`src/rtl/lsu_pkg.sv`:
```
// lsu_pkg: shared constants and types for the load/store unit.
//   - RV32 LOAD/STORE opcodes and funct3 access-size names
//   - lsu_state_e: FSM state encoding
//   - access_legal(): funct3 legality plus natural-alignment check
package lsu_pkg;

  localparam logic [6:0] OpcLoad  = 7'b0000011;
  localparam logic [6:0] OpcStore = 7'b0100011;

  localparam logic [2:0] F3Lb  = 3'b000;
  localparam logic [2:0] F3Lh  = 3'b001;
  localparam logic [2:0] F3Lw  = 3'b010;
  localparam logic [2:0] F3Lbu = 3'b100;
  localparam logic [2:0] F3Lhu = 3'b101;
  localparam logic [2:0] F3Sb  = 3'b000;
  localparam logic [2:0] F3Sh  = 3'b001;
  localparam logic [2:0] F3Sw  = 3'b010;

  typedef enum logic [1:0] {
    StIdle  = 2'd0,
    StReq   = 2'd1,
    StResp  = 2'd2,
    StFault = 2'd3
  } lsu_state_e;

  // True when funct3 names a real access of this kind and addr is naturally aligned for it.
  function automatic logic access_legal(input logic       is_load,
                                        input logic [2:0] funct3,
                                        input logic [1:0] addr_lo);
    logic ok;
    ok = 1'b0;
    if (is_load) begin
      case (funct3)
        F3Lb, F3Lbu: ok = 1'b1;
        F3Lh, F3Lhu: ok = ~addr_lo[0];
        F3Lw:        ok = (addr_lo == 2'b00);
        default:     ok = 1'b0;
      endcase
    end else begin
      case (funct3)
        F3Sb:    ok = 1'b1;
        F3Sh:    ok = ~addr_lo[0];
        F3Sw:    ok = (addr_lo == 2'b00);
        default: ok = 1'b0;
      endcase
    end
    return ok;
  endfunction

endpackage

```
`src/rtl/lsu_align.sv`:
```
// lsu_align: combinational data alignment for the load/store unit.
//   is_load_i    - access is a load (byte enables forced to 1111)
//   funct3_i     - access size / signedness
//   addr_lo_i    - byte offset within the word
//   store_data_i - rs2 value
//   rdata_i      - word returned by data memory
//   be_o         - byte enables
//   wdata_o      - store data replicated across all lanes of its size
//   load_data_o  - selected lane, sign- or zero-extended
module lsu_align
  import lsu_pkg::*;
(
  input  logic        is_load_i,
  input  logic [2:0]  funct3_i,
  input  logic [1:0]  addr_lo_i,
  input  logic [31:0] store_data_i,
  input  logic [31:0] rdata_i,
  output logic [3:0]  be_o,
  output logic [31:0] wdata_o,
  output logic [31:0] load_data_o
);

  logic [7:0]  rd_byte;
  logic [15:0] rd_half;

  always_comb begin
    rd_byte = rdata_i[{addr_lo_i, 3'b000} +: 8];
    rd_half = rdata_i[{addr_lo_i[1], 4'b0000} +: 16];

    be_o    = 4'b1111;
    wdata_o = store_data_i;
    if (!is_load_i) begin
      case (funct3_i[1:0])
        2'b00: begin
          be_o    = 4'b0001 << addr_lo_i;
          wdata_o = {4{store_data_i[7:0]}};
        end
        2'b01: begin
          be_o    = 4'b0011 << {addr_lo_i[1], 1'b0};
          wdata_o = {2{store_data_i[15:0]}};
        end
        default: begin
          be_o    = 4'b1111;
          wdata_o = store_data_i;
        end
      endcase
    end

    case (funct3_i)
      F3Lb:    load_data_o = {{24{rd_byte[7]}}, rd_byte};
      F3Lh:    load_data_o = {{16{rd_half[15]}}, rd_half};
      F3Lbu:   load_data_o = {24'h0, rd_byte};
      F3Lhu:   load_data_o = {16'h0, rd_half};
      default: load_data_o = rdata_i;
    endcase
  end

endmodule

```
`src/rtl/lsu.sv`:
```
// lsu: load/store unit between execute and data memory.
// Accepts one LOAD/STORE from execute while idle, runs a single outstanding req/ack
// transaction on the dmem port and returns extended load data to write-back.
//   clk_i, rst_ni        - clock, asynchronous active-low reset
//   ex_valid_i/_ready_o  - execute handshake; ready only while idle
//   inst_i, addr_i       - instruction word and effective address
//   store_data_i         - rs2 value
//   dmem_*               - memory request port (held stable while requesting)
//   done_o, wb_en_o      - completion pulse; wb_en_o marks a load result
//   wb_data_o            - most recent load result
//   fault_o, timeout_o   - misaligned/illegal access pulse, missing-ack pulse
//   stall_o              - pipeline freeze while busy
module lsu
  import lsu_pkg::*;
#(
  parameter int unsigned TIMEOUT = 255
) (
  input  logic        clk_i,
  input  logic        rst_ni,
  input  logic        ex_valid_i,
  output logic        ex_ready_o,
  input  logic [31:0] inst_i,
  input  logic [31:0] addr_i,
  input  logic [31:0] store_data_i,
  output logic        dmem_req_o,
  output logic        dmem_we_o,
  output logic [31:0] dmem_addr_o,
  output logic [3:0]  dmem_be_o,
  output logic [31:0] dmem_wdata_o,
  input  logic        dmem_ack_i,
  input  logic [31:0] dmem_rdata_i,
  output logic        done_o,
  output logic        wb_en_o,
  output logic [31:0] wb_data_o,
  output logic        fault_o,
  output logic        timeout_o,
  output logic        stall_o
);

  // Counter counts REQ cycles without ack, 0 .. TIMEOUT-1.
  localparam int unsigned CntW = (TIMEOUT > 1) ? $clog2(TIMEOUT) : 1;
  localparam logic [CntW-1:0] CntLast = CntW'(TIMEOUT - 1);

  lsu_state_e      state_q, state_d;
  logic [CntW-1:0] cnt_q, cnt_d;
  logic            is_load_q, is_load_d;
  logic [2:0]      funct3_q, funct3_d;
  logic [31:0]     addr_q, addr_d;
  logic [31:0]     store_data_q, store_data_d;
  logic [31:0]     wb_data_q, wb_data_d;
  logic            timeout_q, timeout_d;

  logic [6:0]  opcode;
  logic        is_load_op;
  logic        is_mem_op;
  logic [3:0]  be;
  logic [31:0] wdata;
  logic [31:0] load_data;
  logic        in_req;
  logic        unused_inst;

  assign opcode      = inst_i[6:0];
  assign is_load_op  = (opcode == OpcLoad);
  assign is_mem_op   = is_load_op || (opcode == OpcStore);
  assign unused_inst = ^{inst_i[31:15], inst_i[11:7]};

  lsu_align u_align (
    .is_load_i    (is_load_q),
    .funct3_i     (funct3_q),
    .addr_lo_i    (addr_q[1:0]),
    .store_data_i (store_data_q),
    .rdata_i      (dmem_rdata_i),
    .be_o         (be),
    .wdata_o      (wdata),
    .load_data_o  (load_data)
  );

  always_comb begin
    state_d      = state_q;
    cnt_d        = cnt_q;
    is_load_d    = is_load_q;
    funct3_d     = funct3_q;
    addr_d       = addr_q;
    store_data_d = store_data_q;
    wb_data_d    = wb_data_q;
    timeout_d    = 1'b0;

    unique case (state_q)
      StIdle: begin
        if (ex_valid_i && is_mem_op) begin
          is_load_d    = is_load_op;
          funct3_d     = inst_i[14:12];
          addr_d       = addr_i;
          store_data_d = store_data_i;
          cnt_d        = '0;
          state_d      = access_legal(is_load_op, inst_i[14:12], addr_i[1:0]) ? StReq : StFault;
        end
      end
      StReq: begin
        // An ack arriving in the last allowed cycle still completes the access.
        if (dmem_ack_i) begin
          if (is_load_q) begin
            wb_data_d = load_data;
          end
          state_d = StResp;
        end else if ((TIMEOUT != 0) && (cnt_q == CntLast)) begin
          timeout_d = 1'b1;
          state_d   = StIdle;
        end else begin
          cnt_d = cnt_q + CntW'(1);
        end
      end
      StResp:  state_d = StIdle;
      StFault: state_d = StIdle;
      default: state_d = StIdle;
    endcase
  end

  always_ff @(posedge clk_i or negedge rst_ni) begin
    if (!rst_ni) begin
      state_q      <= StIdle;
      cnt_q        <= '0;
      is_load_q    <= 1'b0;
      funct3_q     <= 3'b000;
      addr_q       <= '0;
      store_data_q <= '0;
      wb_data_q    <= '0;
      timeout_q    <= 1'b0;
    end else begin
      state_q      <= state_d;
      cnt_q        <= cnt_d;
      is_load_q    <= is_load_d;
      funct3_q     <= funct3_d;
      addr_q       <= addr_d;
      store_data_q <= store_data_d;
      wb_data_q    <= wb_data_d;
      timeout_q    <= timeout_d;
    end
  end

  assign in_req = (state_q == StReq);

  // dmem outputs are forced to zero outside REQ so reset clears them immediately.
  assign dmem_req_o   = in_req;
  assign dmem_we_o    = in_req & ~is_load_q;
  assign dmem_addr_o  = in_req ? {addr_q[31:2], 2'b00} : 32'h0;
  assign dmem_be_o    = in_req ? be : 4'h0;
  assign dmem_wdata_o = in_req ? wdata : 32'h0;

  // ex_ready is held low while reset is asserted.
  assign ex_ready_o = rst_ni && (state_q == StIdle);
  assign stall_o    = (state_q != StIdle);
  assign done_o     = (state_q == StResp);
  assign wb_en_o    = (state_q == StResp) && is_load_q;
  assign wb_data_o  = wb_data_q;
  assign fault_o    = (state_q == StFault);
  assign timeout_o  = timeout_q;

endmodule
```
`config.mk`:
```
export PLATFORM = sky130hd
export DESIGN_NAME = lsu
export DESIGN_NICKNAME = d
export VERILOG_FILES = /design/src/rtl/lsu_pkg.sv /design/src/rtl/lsu_align.sv /design/src/rtl/lsu.sv
export SDC_FILE = /design/constraint.sdc
export NUM_CORES = 1
export LEC_CHECK = 0
export ABC_AREA = 1
export CORE_ASPECT_RATIO = 1.5
export CORE_MARGIN = 8
export CORE_UTILIZATION = 49
export DETAILED_ROUTE_END_ITERATION = 7
export PLACE_DENSITY_LB_ADDON = 0.05
export REMOVE_ABC_BUFFERS = 1
export SYNTH_ARGS = -nofsm -noshare
export SYNTH_HDL_FRONTEND = slang
export SYNTH_HIERARCHICAL = 1
export SYNTH_SLANG_ARGS = --single-unit
```
`constraint.sdc`:
```
create_clock -name clk_i -period 3.1 [get_ports clk_i]
set_input_delay 0.62 -clock clk_i [delete_from_list [all_inputs] [get_ports clk_i]]
set_output_delay 0.62 -clock clk_i [all_outputs]
set_load 0.05 [all_outputs]
```
==> metrics.txt <==
post-route cell area 0.00894 sq mm; Final GP Congestion 0.835; Total Wirelength 18.3 mm; post_cts resized 0; Syn Inst Count 921; number of flops mapped to enable cells by yosys 0; initial antenna violation count 1; fmax ~0.35 GHz; die area 0.0171 sq mm; number of global-route vias before repair slightly above 6000; Main synth FF type dfrtp_1; Synth Cell Area around 0.0064 sq mm; DRC 0; commonest non-fill, non-tap cell in the layout nand2_1; synth warn 6; leak pwr 4.65 nW; deepest clock path buffer count 2; WP data arrival ~2300 ps; Avg Inst Size Synth 6.98 sq um; largest net degree at the start of global routing 118; DIE HEIGHT 156 microns; Die Wd 109 microns; met3 usage 7.37%; Final Hold Viols 0; Post-DRT Antenna Nets 0; post-synthesis cell type count 33; gr usage total 21.7%; WL per Instance 14.5 microns; clock slew at reported path FFs 80 ps; crit share post-route 92.9%; endpoint class of the critical path output pin; Initial Util 49.8%; WS Path Type flip-flop to output pin; Nets 1236; Cell Pwr Density ~410 mW/mm^2; CP Launch Type flip-flop; DP HPWL about 13 mm; Area Growth Syn to Fin 39.1%; share of cells above drive strength 1 8.31%; commonest non-fill, non-tap cells in the layout nand2_1, clkdlybuf4s50_1, inv_1, nor2_1, dfrtp_1; worst slew pin tran 597 ps; share of the yosys chip area belonging to registers 43.2%; clock sink count roughly 110; drt first pass iters 4; CTS H-tree lvls 3; Fin Setup TNS 0 ps; critical path required time 2480 ps; outcome finished, final reports clean; root buf cell clkbuf_16; final setup violation count 0; gr busiest metal met2; routing usage on met1 24.6%; Worst slew margin about three fifths; placed cells 1250; placed cell area approximately 0.0086 sq mm; maximum vdd drop 263 uV; Yosys reg bits between 100 and 150; CTS tree done; Fillers 1152; total grt overflow 0; drt via density 4.83; Layout Cells excl Fill 1267; CORE AREA between 0.01 and 0.015 sq mm; Vias 6120; total CTS buffers 9; skew final 13.2 ps; RSZ-0062 raised after global routing no; Post-CTS Setup Inserts 0; num rows 51; CP Max Fanout 22; IO Pins 240; min-delay worst type primary input to asynchronous set/reset pin; met2 Track Usage GR 36.9%; Final Max Tran Viols 0; Post-CTS Hold Buffers 0; Max Cap Violations 0; Min Clock Period, post-route 2880 ps; IO buf count 215; first-pass GRT wire length 29.4 mm; Initial DRC Count between 300 and 400; clock latency at the later pin of the worst-skew pair 350 ps; total power 3.71 mW; fraction of registers with async set or reset after synthesis 100%
[power breakdown]
group	switching, mW	total [mW]	internal (mW)
Clock	0.537	1.25	0.710
Combinational	0.486	0.823	0.337
Sequential	0.0733	1.64	1.56
[logic make-up after synthesis]
| logic type | share of synthesized area [%] |
|---|---|
| adders and majority gates | 0.389 |
| xor gates and xnor gates | 0.409 |
| other | 0.0584 |
| DFF | 43.2 |
| and+or+nand+nor | 34.9 |
| AOI/OAI and AO/OA | 7.13 |
| buffers and inverters | 13.9 |
[area by class of cell]
| cell class | instances | area, sq um | share of cell area (%) |
|---|---|---|---|
| flip-flops and latches | 111 | 2780 | 31.1 |
| multi-input cells | 619 | 2770 | 31.0 |
| repair buffers | 226 | 2350 | 26.3 |
| inverters | 135 | 517 | 5.78 |
| clock buffers | 11 | 233 | 2.60 |
| well taps | 159 | 199 | 2.23 |
| clock inverters | 5 | 82.6 | 0.924 |
| diodes | 1 | 2.50 | 0.0280 |
[critical path, stage by stage, from the launching register on]
cell and delay (ps):
dfrtp_1 450, nor2_4 140, inv_2 120, buf_4 240, nor2_1 120, clkdlybuf4s50_1 820
[layer usage]
metal | share of wire (%) | wire length, microns | up-vias
met5 | 0 | 0 | -
met1 | 39 | 7120 | 2777
met2 | 50 | 9210 | 178
li1 | - | - | 3144
met3 | 8.8 | 1610 | 21
met4 | 2.2 | 395 | 0
[sequential cells by signal (all words and copies together), names as in the netlist]
signal	flops
funct3_q	3
wb_data_o	32
addr_q	32
timeout_o	1
cnt_q	8
state_q	2
store_data_q	32
is_load_q	1
[final timing paths]
check                                    startpoint                        end  slack, ps  cells past startpoint
max in group asynchronous                    rst_ni     addr_q[20]$_DFFE_PN0P_       2280                      2
min                                          rst_ni  wb_data_o[16]$_DFFE_PN0P_        360                      2
min in group clk_i         wb_data_o[9]$_DFFE_PN0P_   wb_data_o[9]$_DFFE_PN0P_        470                      2
max reg2reg                 funct3_q[0]$_DFFE_PN0P_   wb_data_o[3]$_DFFE_PN0P_       1350                      9
max                          state_q[1]$_DFFE_PN0P_            dmem_addr_o[14]        220                      5
min reg2reg                wb_data_o[9]$_DFFE_PN0P_   wb_data_o[9]$_DFFE_PN0P_        470                      2
[Yosys cell counts (3+ instances only)]
cell      number  area (sq um)
dfrtp_1      111          2780
nand3_2       11           110
nand2_1      296          1110
a21oi_1       33           165
o21ai_1       13          65.1
clkbuf_1       9          33.8
buf_2         16          80.1
nor2_1       120           450
nor2_4         3          33.8
buf_1          6          22.5
o21ai_0       41           205
nand2_4        3          33.8
inv_1        125           469
inv_4          4          25.0
inv_2          5          18.8
buf_4         18           135
nand3_1       80           400
buf_6          6          67.6
[stage by stage]
| stage | util [%] | worst slack, ps | hold slack (ps) |
|---|---|---|---|
| floorplan | - | -779 | 324 |
| global placement | 66.9 | 613 | 453 |
| detailed placement | 66.9 | 582 | 458 |
| CTS | 69.3 | 192 | 400 |
| global route | 69.3 | 103 | 417 |
| finish | 69.3 | 219 | 363 |
No activity file was read; power rests on OpenSTA's default activity.
